## src/rtl/flag_pkg.sv

```systemverilog
// Shared types and defaults for the C/Z flag shadow stack.
// Latency: n/a (type and constant definitions only).
// Backpressure: n/a.
package flag_pkg;

  typedef struct packed {
    logic c;
    logic z;
  } flags_t;

  localparam int FLAG_STACK_DEPTH_DEF = 4;

endpackage

```

## src/rtl/flag_stack_mem.sv

```systemverilog
// Register array holding the stacked {c,z} pairs; no reset on contents.
// Latency: write lands on the next rising edge; read is combinational.
// Backpressure: none; the owner decides when a write is legal.
module flag_stack_mem
  import flag_pkg::*;
#(
  parameter int DEPTH = FLAG_STACK_DEPTH_DEF,
  parameter int AW    = $clog2(DEPTH + 1)
) (
  input  logic          clk,
  input  logic          wr_en_i,
  input  logic [AW-1:0] wr_addr_i,
  input  flags_t        wr_dat_i,
  input  logic [AW-1:0] rd_addr_i,
  output flags_t        rd_dat_o
);

  flags_t mem_q [DEPTH];

  // Write the addressed slot; addresses beyond the array are never issued.
  always_ff @(posedge clk) begin
    for (int i = 0; i < DEPTH; i++) begin
      if (wr_en_i && (wr_addr_i == AW'(i))) begin
        mem_q[i] <= wr_dat_i;
      end
    end
  end

  // Combinational read mux; an out-of-range address returns zeros.
  always_comb begin
    rd_dat_o = '0;
    for (int i = 0; i < DEPTH; i++) begin
      if (rd_addr_i == AW'(i)) begin
        rd_dat_o = mem_q[i];
      end
    end
  end

endmodule

```

## src/rtl/flag_shadow_stack.sv

```systemverilog
// LIFO saving C/Z on interrupt entry and replaying them on RETI with a restore strobe.
// Latency: push stored in 1 edge; pop produces restore/c_out/z_out 1 cycle later.
// Backpressure: none; push when full or pop when empty is dropped (flagged under FLAG_STACK_ERR_EN).
module flag_shadow_stack
  import flag_pkg::*;
#(
  parameter int DEPTH = FLAG_STACK_DEPTH_DEF
) (
  input  logic                       clk,
  input  logic                       reset_n,
  input  logic                       push,
  input  logic                       pop,
  input  logic                       c_in,
  input  logic                       z_in,
  output logic                       c_out,
  output logic                       z_out,
  output logic                       restore,
  output logic [$clog2(DEPTH+1)-1:0] depth,
  output logic                       empty,
  output logic                       full,
  output logic                       overflow,
  output logic                       underflow,
  input  logic                       err_clr
);

  localparam int DW = $clog2(DEPTH + 1);

  logic [DW-1:0] depth_q, depth_d;
  logic          empty_q, full_q;
  logic          restore_q;
  flags_t        out_q;

  logic          do_pop, do_push;
  logic [DW-1:0] wr_addr, rd_addr;
  flags_t        wr_dat, rd_dat;

  assign wr_dat = '{c: c_in, z: z_in};

  // Decide which operations take effect and the next occupancy.
  always_comb begin
    do_pop  = pop & ~empty_q;
    // A push while full is only legal when the same cycle pops the top slot.
    do_push = push & (~full_q | do_pop);
    rd_addr = depth_q - DW'(1);
    // A simultaneous push/pop overwrites the slot that is being popped.
    wr_addr = do_pop ? rd_addr : depth_q;
    depth_d = depth_q;
    if (do_push && !do_pop) begin
      depth_d = depth_q + DW'(1);
    end else if (do_pop && !do_push) begin
      depth_d = depth_q - DW'(1);
    end
  end

  flag_stack_mem #(
    .DEPTH (DEPTH),
    .AW    (DW)
  ) u_mem (
    .clk       (clk),
    .wr_en_i   (do_push),
    .wr_addr_i (wr_addr),
    .wr_dat_i  (wr_dat),
    .rd_addr_i (rd_addr),
    .rd_dat_o  (rd_dat)
  );

  // Occupancy, status and restore output registers.
  always_ff @(posedge clk) begin
    if (!reset_n) begin
      depth_q   <= '0;
      empty_q   <= 1'b1;
      full_q    <= 1'b0;
      restore_q <= 1'b0;
      out_q     <= '0;
    end else begin
      depth_q   <= depth_d;
      empty_q   <= (depth_d == '0);
      full_q    <= (depth_d == DW'(DEPTH));
      restore_q <= do_pop;
      if (do_pop) begin
        out_q <= rd_dat;
      end
    end
  end

  assign depth   = depth_q;
  assign empty   = empty_q;
  assign full    = full_q;
  assign restore = restore_q;
  assign c_out   = out_q.c;
  assign z_out   = out_q.z;

`ifdef FLAG_STACK_ERR_EN
  logic ovf_q, unf_q;
  logic ovf_evt, unf_evt;

  assign ovf_evt = push & ~pop & full_q;
  assign unf_evt = pop & empty_q;

  // Sticky error flags; a new error in the clearing cycle keeps the flag set.
  always_ff @(posedge clk) begin
    if (!reset_n) begin
      ovf_q <= 1'b0;
      unf_q <= 1'b0;
    end else begin
      ovf_q <= ovf_evt | (ovf_q & ~err_clr);
      unf_q <= unf_evt | (unf_q & ~err_clr);
    end
  end

  assign overflow  = ovf_q;
  assign underflow = unf_q;
`else
  logic unused_err_clr;
  assign unused_err_clr = err_clr;
  assign overflow       = 1'b0;
  assign underflow      = 1'b0;
`endif

endmodule

```

## config.mk

```make
export PLATFORM = sky130hd
export DESIGN_NAME = flag_shadow_stack
export DESIGN_NICKNAME = d
export VERILOG_FILES = /design/src/rtl/flag_pkg.sv /design/src/rtl/flag_stack_mem.sv /design/src/rtl/flag_shadow_stack.sv
export SDC_FILE = /design/constraint.sdc
export NUM_CORES = 1
export LEC_CHECK = 0
export CAP_MARGIN = 30
export CORE_MARGIN = 2
export CORE_UTILIZATION = 52
export CTS_CLUSTER_DIAMETER = 200
export DETAILED_ROUTE_END_ITERATION = 8
export PLACE_DENSITY = 0.92
export SLEW_MARGIN = 30
export SYNTH_ARGS = -nofsm -noshare
export SYNTH_HDL_FRONTEND = slang
export SYNTH_HIERARCHICAL = 1
export SYNTH_SLANG_ARGS = --single-unit
export TNS_END_PERCENT = 100
```

## constraint.sdc

```tcl
create_clock -name clk -period 3.3 [get_ports clk]
set_input_delay 0.495 -clock clk [delete_from_list [all_inputs] [get_ports clk]]
set_output_delay 0.495 -clock clk [all_outputs]
set_load 0.05 [all_outputs]
```

==> flow_summary_export.csv, run 1 <==
group,metric,value,unit
outcome,status,"complete, no violations",
die,dieArea,1900,um2
logic_synthesis,synthCells,67,
final_layout,stdcell_area,981,um2
logic_synthesis,synth_top_area_share,29.5,%
worst_setup_path,worstRegToRegCells,5,
global_routing,overflow,0,
worst_setup_path,crit_path_top_delay_cell,"nor4b_1",
power_and_ir_drop,pwr-share-comb,42.6,%
worst_hold_path,hold_class,"reg -> reg",
timing,timing.final.crit_period,2280,ps
power_and_ir_drop,p_switching,0.248,mW
worst_setup_path,rr_endpoint,"u_mem/mem_q[0][1]",
power_and_ir_drop,internal-power,0.421,mW
timing,worst_pin_slew,610,ps
timing,max_freq,438,MHz
logic_synthesis,synthTopCellsByArea,"edfxtp_1 (29%), dfxtp_1 (20%), mux4_2 (5.5%)",
worst_setup_path,crit_fanout,6,
power_and_ir_drop,p_sw_share,37.1,%
power_and_ir_drop,seqPwrFrac,38.5,%
clock_tree,holdBufCountCts,0,
clock_tree,cts_sinks,16,
logic_synthesis,yosys_warnings,6,
logic_synthesis,yosysTopAreaCell,"edfxtp_1",
power_and_ir_drop,p_total,0.669,mW
die,die_y,43.6,um
routing,drt_iter0_drc,10,
global_routing,grt_pass1_vias,585,
global_routing,antenna_found_initial,0,
timing,rsz0062_at_grt,"false",
die,coreArea,1490,um2
timing,whs,463,ps
final_layout,area_growth,20.4,%
logic_synthesis,synth_area,815,um2
clock_tree,path_clk_slew,90,ps
global_routing,grt_pass1_wl,2720,um
power_and_ir_drop,vdd_drop_max,0.470,mV
final_layout,fin_nets,92,
routing,wl_per_cell,16.8,um
final_layout,stdcell_count,98,
logic_synthesis,ys_ff_latch,16,
die,die_w,43.6,um
timing,setup_ws,1020,ps
routing,dr_total_vias,558,
logic_synthesis,synth_flop_cell,"edfxtp_1",
worst_setup_path,crit_path_start,"pop",
timing,setup-tns-final,0,ps
clock_tree,cts-htree-levels,1,
clock_tree,cts_resized,0,
timing,hold_viol,0,
clock_tree,cts_root_buffer,"clkbuf_4",
logic_synthesis,synth-edff-count,8,
global_routing,grt_max_degree,10,
timing,slew_violations,0,
logic_synthesis,avgSynthCellArea,12.2,um2
worst_hold_path,hold_start,"z_out",
worst_setup_path,crit_path_cell_trace,"clkdlybuf4s50_1 -> nor2b_1 -> buf_4 -> nand2_1 -> xnor2_1 -> nor4b_1",
worst_setup_path,reg2reg_slack,1270,ps
worst_setup_path,critical_path_required,3220,ps
final_layout,diodes,0,
flow_run,drv_cap,0,
die,start_util,54.7,%
die,row_count,14,
placed_design,hpwl,1310,um
worst_setup_path,max_stage_delay,560,ps
die,io-pin-count,17,
final_layout,drive_gt1_share,13.4,%
logic_synthesis,yosys-top-cells-count,"dfxtp_1 (8), edfxtp_1 (8), nand2_1 (6)",
routing,drtPass1Iterations,4,
routing,drt_wl_total,1650,um
placed_design,placed_cell_area,945,um2
timing,final-setup-viol-count,0,
power_and_ir_drop,power_frac_clock,18.9,%
worst_setup_path,r2r-start,"depth[0]",
worst_setup_path,critPathArrivalTime,2210,ps
timing,clock_skew,6.96,ps
worst_setup_path,critPathLaunchType,"input pin",
routing,route.detailed.drc,0,
clock_tree,cts_tree,"yes",
logic_synthesis,async_flop_share,0,%
power_and_ir_drop,p_leak,0.372,nW
timing,fin_crit_sh,69.1,%
placed_design,io_buffer_count,13,
routing,vias_per_cell,5.69,
clock_tree,clkLatencyLatePin,290,ps
worst_setup_path,crit_end,"u_mem/mem_q[0][1]",
worst_setup_path,end_kind,"register",
clock_tree,cts_buffers,3,
final_layout,post-route-util,65.9,%
timing,slew-limit-headroom,58.8,%
placed_design,place_inst,94,
placed_design,dp_worst_setup_slack,729,ps
logic_synthesis,ys_seq_area_share,49.2,%
worst_setup_path,path_class,"in -> reg",
global_routing,grt_use_total,20.6,%
placed_design,place_congestion,0.767,
clock_tree,postCtsSetupBuffers,0,
power_and_ir_drop,powerDensity,682,nW/um2
clock_tree,cts_max_path_buffers,2,
routing,ant_nets,0,
logic_synthesis,synthDistinctLibCells,28,
[cell type report]
| class | count | area (um2) |
|---|---|---|
| clock buffer | 4 | 36.3 |
| timing repair buffer | 14 | 138 |
| inverter | 5 | 18.8 |
| multi-input combinational | 43 | 368 |
| fill | 109 | 508 |
| sequential | 16 | 400 |
| tap | 16 | 20.0 |
[how the worst min path moves through the flow]
stage	slack (ps)	cells past startpoint	to
floorplan	570	1	empty
global placement	440	2	c_out
detailed placement	450	2	z_out
CTS	470	2	z_out
global route	480	2	z_out
finish	460	2	z_out
[power groups by stage]
stage / Sequential, mW / Combinational (mW) / Clock [mW]
after CTS: 0.259 / 0.285 / 0.129
after global routing: 0.261 / 0.303 / 0.138
after detailed placement: 0.263 / 0.284 / 0
after global placement: 0.259 / 0.267 / 0
final: 0.258 / 0.285 / 0.126
after floorplan: 0.312 / 0.162 / 0
[cell usage in the layout (no fill, tap or decap), drive strengths merged, types with 2 or more instances in the layout]
cell	count
clkdlybuf4s50	13
dfxtp	8
edfxtp	8
nand2	6
inv	5
clkbuf	4
xnor2	3
and2	3
mux2i	3
a21oi	3
nor2b	3
nand2b	2
xor2	2
nor2	2
ha	2
conb	2
mux4	2
nor4bb	2
o31ai	2
nor4b	2
[flip-flops by register name (all words and copies together), names as in the netlist]
| signal | flops |
|---|---|
| u_mem/mem_q | 8 |
| depth | 3 |
| c_out | 1 |
| empty | 1 |
| full | 1 |
| restore | 1 |
| z_out | 1 |
[worst max-delay path: cells and delay by family]
family | cells | cell delay, ps
xor+xnor | 1 | 200
simple gates | 3 | 810
buf+inv | 2 | 690
[per-layer routing]
metal | global-route usage [%] | routed length [um] | part of all wire, %
met5 | 0 | 0 | 0
met4 | 12.7 | 63 | 3.8
met3 | 3.75 | 68 | 4.1
met2 | 37.4 | 909 | 55
met1 | 21.6 | 607 | 37
[kinds of logic (layout without fill, tap and decap cells)]
logic type,after synthesis,after routing,share of synthesized area (%)
adder cells (fa/ha/maj),2,2,3.07
XOR/XNOR,5,5,5.38
other,1,2,0.460
buffers and inverters,9,23,6.14
AND/OR/NAND/NOR,22,22,19.7
multiplexers,5,5,9.22
AO/OA/AOI/OAI,7,7,6.91
flip-flops,16,16,49.2
No activity file was read; power rests on OpenSTA's default activity.
==> inputs of run 2 (changes only) <==
- CORE_UTILIZATION: 52 -> 48
- PLACE_DENSITY: 0.92 -> 0.87
- clock period: 3.3 -> 2.15 ns (I/O delays scaled with it)
==> run 2 against run 1 <==
Sequential share of layout area decreased by 1.1 points. Sequential power up 51%. Cell count grew 5.1%. Design area increased by 2.8%. Critical endpoint is now u_mem/mem_q[2][1]. Largest power group unchanged.
==> flow_summary_export.csv, run 2 (synthesis results as in run 1) <==
group,metric,value,unit
final_layout,fin_nets,97,
timing,rsz0062_at_grt,"false",
global_routing,antenna_found_initial,0,
power_and_ir_drop,vdd_drop_max,0.586,mV
final_layout,final_common_cell,"clkdlybuf4s50_1",
routing,dr_wl_met3,57,um
routing,drtPass1Iterations,4,
final_layout,fillers,117,
worst_setup_path,max_stage_delay,440,ps
clock_tree,cts_resized,0,
die,dieArea,2040,um2
final_layout,layout_common_cells,"clkdlybuf4s50_1 (13), dfxtp_1 (8), edfxtp_1 (8)",
clock_tree,holdBufCountCts,0,
routing,vias_per_cell,5.34,
timing,setup_ws,210,ps
global_routing,grt_pass1_vias,526,
global_routing,grt_pass1_wl,2290,um
clock_tree,postCtsSetupBuffers,0,
final_layout,diodes,0,
clock_tree,path_clk_slew,90,ps
worst_hold_path,whs_path_depth,2,
placed_design,dp_worst_setup_slack,-15.7,ps
timing,clock_skew,4.17,ps
worst_setup_path,path_class,"reg -> reg",
placed_design,io_buffer_count,13,
routing,ant_nets,0,
final_layout,stdcell_count,103,
clock_tree,cts-htree-levels,1,
die,die_w,45.2,um
placed_design,placed_cell_area,982,um2
final_layout,drive_gt1_share,17.2,%
timing,max_freq,515,MHz
global_routing,grt_use_total,16.6,%
timing,whs,465,ps
clock_tree,clkLatencyLatePin,290,ps
timing,fin_crit_sh,90.2,%
routing,drt_wl_total,1390,um
final_layout,area_growth,23.8,%
power_and_ir_drop,p_total,1.01,mW
worst_hold_path,hold_class,"reg -> reg",
die,io-pin-count,17,
clock_tree,cts_buffers,3,
worst_setup_path,critPathArrivalTime,1880,ps
clock_tree,cts_sinks,16,
routing,dr_total_vias,550,
flow_run,drv_cap,0,
clock_tree,cts_root_buffer,"clkbuf_4",
global_routing,overflow,0,
die,coreArea,1540,um2
final_layout,largest_reg_flops,8,
routing,top_layer_used,"met4",
routing,wl_per_cell,13.5,um
timing,slew_violations,0,
final_layout,largest_register,"u_mem/mem_q",
placed_design,hpwl,1130,um
global_routing,grt_max_degree,10,
routing,met1_length,641,um
die,row_count,14,
worst_setup_path,critical_path_required,2090,ps
worst_setup_path,crit_path_top_delay_cell,"nor4bb_1",
routing,drt_iter0_drc,12,
placed_design,place_congestion,0.836,
routing,route.detailed.drc,0,
routing,route.met2.wl,649,um
timing,hold_viol,0,
worst_setup_path,critPathLaunchType,"register",
die,die_y,45.2,um
die,start_util,52.8,%
clock_tree,cts_max_path_buffers,2,
placed_design,place_inst,99,
worst_setup_path,worstRegToRegCells,4,
final_layout,stdcell_area,1010,um2
final_layout,post-route-util,65.4,%
power_and_ir_drop,powerDensity,999,nW/um2
timing,timing.final.crit_period,1940,ps
worst_setup_path,end_kind,"register",
clock_tree,cts_tree,"yes",
worst_setup_path,crit_fanout,5,
timing,slew-limit-headroom,66.4,%
outcome,status,"complete, no violations",
timing,worst_pin_slew,503,ps
timing,final-setup-viol-count,0,
worst_setup_path,crit_path_cell_trace,"inv_1 -> ha_1 -> o21ai_1 -> nor4bb_1",
power_and_ir_drop,p_leak,0.391,nW
timing,setup-tns-final,0,ps
-- run 2: cell types whose count changed in the layout (fill, tap and decap cells not counted), sizes merged --
cell	before	now
buf	1	6
clkbuf	4	3
clkinv	0	1
-- run 2: layout make-up --
cell class | count | area [um2] | area share (%)
Timing Repair Buffer | 19 | 175 | 17.4
Clock inverter | 1 | 3.75 | 0.372
Multi-Input combinational cell | 43 | 368 | 36.5
Sequential cell | 16 | 400 | 39.7
Clock buffer | 3 | 22.5 | 2.23
Inverter | 5 | 18.8 | 1.86
Tap cell | 16 | 20.0 | 1.99
-- run 2: final timing paths --
path / to / slack [ps] / start
setup / recovery: u_mem/mem_q[2][1] / 210 / depth[0]
hold / removal: z_out / 470 / z_out
setup reg to reg: u_mem/mem_q[2][1] / 210 / depth[0]
hold reg to reg: z_out / 470 / z_out
-- run 2: routing by layer --
layer	up-vias	track usage [%]
met5	-	0
met3	5	3.60
met4	0	12.4
li1	270	-
met1	261	20.5
met2	14	25.1
-- run 2: power breakdown --
group	internal [mW]	leakage [nW]	switching, mW
registers	0.368	0.139	0.0215
logic	0.197	0.237	0.257
clock network	0.0675	0.0154	0.0957
total	0.633	0.391	0.375
-- run 2: critical path, delay by kind of cell (launching register included) --
kind | cells | cell delay, ps
compound gates | 1 | 260
fa+ha+maj | 1 | 380
buf+inv | 1 | 140
flops | 1 | 360
simple gates | 1 | 440
==> inputs of run 3 (changes only) <==
- CORE_UTILIZATION: 48 -> 52
- CTS_CLUSTER_DIAMETER: 200 -> unset
- GPL_ROUTABILITY_DRIVEN: unset -> 0
- PLACE_DENSITY: 0.87 -> 0.92
- clock period: 2.15 -> 2.25 ns (I/O delays scaled with it)
==> run 3 against run 2 <==
Sequential share of layout area increased by 0.60 points. Clock power is 7% lower. Cell count shrank 1.9%. Core utilization grew 1.3 points. Sequential power fell by 3%. Design area shrank 1.5%. Power is 5.7% lower. Worst setup slack gained 120 ps. Via count down 3.3%. Critical path type is now in -> reg. Highest routed layer unchanged.
==> flow_summary_export.csv, run 3 (synthesis results as in run 1) <==
group,metric,value,unit
outcome,status,"complete, no violations",
final_layout,layout_common_cells,"clkdlybuf4s50_1 (13), dfxtp_1 (8), edfxtp_1 (8)",
timing,rsz0062_at_grt,"false",
clock_tree,cts_tree,"yes",
clock_tree,cts_root_buffer,"clkbuf_4",
worst_setup_path,critical_path_required,2190,ps
routing,met1_length,632,um
global_routing,grt_pass1_wl,2240,um
die,io-pin-count,17,
clock_tree,cts_sinks,16,
worst_setup_path,crit_fanout,4,
worst_hold_path,hold_class,"reg -> reg",
power_and_ir_drop,p_leak,0.381,nW
final_layout,fin_nets,95,
routing,route.met2.wl,654,um
timing,clock_skew,2.74,ps
power_and_ir_drop,vdd_drop_max,0.514,mV
timing,max_freq,521,MHz
die,start_util,54.7,%
final_layout,largest_reg_flops,8,
timing,slew_violations,0,
worst_setup_path,path_class,"in -> reg",
die,die_y,43.6,um
global_routing,overflow,0,
placed_design,hpwl,1090,um
global_routing,antenna_found_initial,0,
clock_tree,clkLatencyLatePin,290,ps
routing,vias_per_cell,5.27,
final_layout,largest_register,"u_mem/mem_q",
routing,drt_wl_total,1370,um
timing,final-setup-viol-count,0,
clock_tree,cts-htree-levels,1,
die,dieArea,1900,um2
routing,route.detailed.drc,0,
final_layout,post-route-util,66.7,%
die,coreArea,1490,um2
clock_tree,postCtsSetupBuffers,0,
global_routing,grt_pass1_vias,507,
global_routing,grt_use_total,17.0,%
placed_design,io_buffer_count,13,
final_layout,final_common_cell,"clkdlybuf4s50_1",
clock_tree,path_clk_slew,90,ps
power_and_ir_drop,powerDensity,956,nW/um2
worst_setup_path,critPathLaunchType,"input pin",
routing,dr_wl_met3,42,um
routing,drt_iter0_drc,14,
die,row_count,14,
worst_setup_path,critPathArrivalTime,1860,ps
routing,top_layer_used,"met4",
die,die_w,43.6,um
routing,drtPass1Iterations,4,
routing,wl_per_cell,13.5,um
timing,hold_viol,0,
routing,dr_total_vias,532,
timing,timing.final.crit_period,1920,ps
worst_setup_path,end_kind,"register",
clock_tree,holdBufCountCts,0,
final_layout,fillers,111,
clock_tree,cts_max_path_buffers,2,
global_routing,grt_max_degree,10,
flow_run,drv_cap,0,
clock_tree,cts_buffers,3,
timing,fin_crit_sh,85.3,%
clock_tree,cts_resized,0,
final_layout,diodes,0,
timing,setup-tns-final,0,ps
routing,ant_nets,0,
final_layout,area_growth,22.0,%
final_layout,drive_gt1_share,15.3,%
==> run 3: layer usage <==
metal | up-vias | GRT usage, %
met5 | - | 0
met2 | 10 | 24.7
li1 | 268 | -
met4 | 0 | 10.9
met3 | 5 | 5.00
met1 | 249 | 22.1
==> run 3: area by class of cell <==
| cell class | count | area, um2 | area share, % |
|---|---|---|---|
| inverter | 5 | 18.8 | 1.89 |
| clock buffer | 3 | 22.5 | 2.27 |
| tap | 16 | 20.0 | 2.02 |
| clock inverter | 1 | 3.75 | 0.378 |
| multi-input combinational | 43 | 368 | 37.0 |
| sequential | 16 | 400 | 40.3 |
| timing repair buffer | 17 | 160 | 16.1 |
==> run 3: worst paths after layout <==
| check | start | end | slack (ps) | cells after the start |
|---|---|---|---|---|
| setup / recovery | pop | u_mem/mem_q[1][1] | 330 | 5 |
| setup reg to reg | depth[0] | u_mem/mem_q[1][1] | 360 | 5 |
| hold / removal | z_out | z_out | 460 | 2 |
| hold reg to reg | z_out | z_out | 460 | 2 |
==> run 3: critical path, cell delays in order <==
cell and delay, ps:
clkdlybuf4s50_1 490, nor2b_1 230, buf_4 160, xnor2_1 190, nor4bb_1 450
==> run 3: report_power, final <==
| group | switching, mW | internal (mW) | leakage, nW |
|---|---|---|---|
| sequential | 0.0261 | 0.352 | 0.139 |
| clock | 0.0862 | 0.0645 | 0.0154 |
| combinational | 0.240 | 0.181 | 0.227 |
| total | 0.352 | 0.597 | 0.381 |
==> run 3: metrics by stage <==
stage / total power [mW] / hold WS, ps / area [um2] / setup slack, ps / cells
6_report: 0.949 / 456 / 993 / 330 / 101
5_1_grt: 1.00 / 490 / 993 / 206 / 101
4_1_cts: 0.954 / 458 / 993 / 321 / 101
3_5_place_dp: 0.804 / 445 / 967 / 60.0 / 97
3_3_place_gp: 0.788 / 443 / 967 / 126 / 97
2_1_floorplan: 0.695 / 409 / 818 / 117 / 68
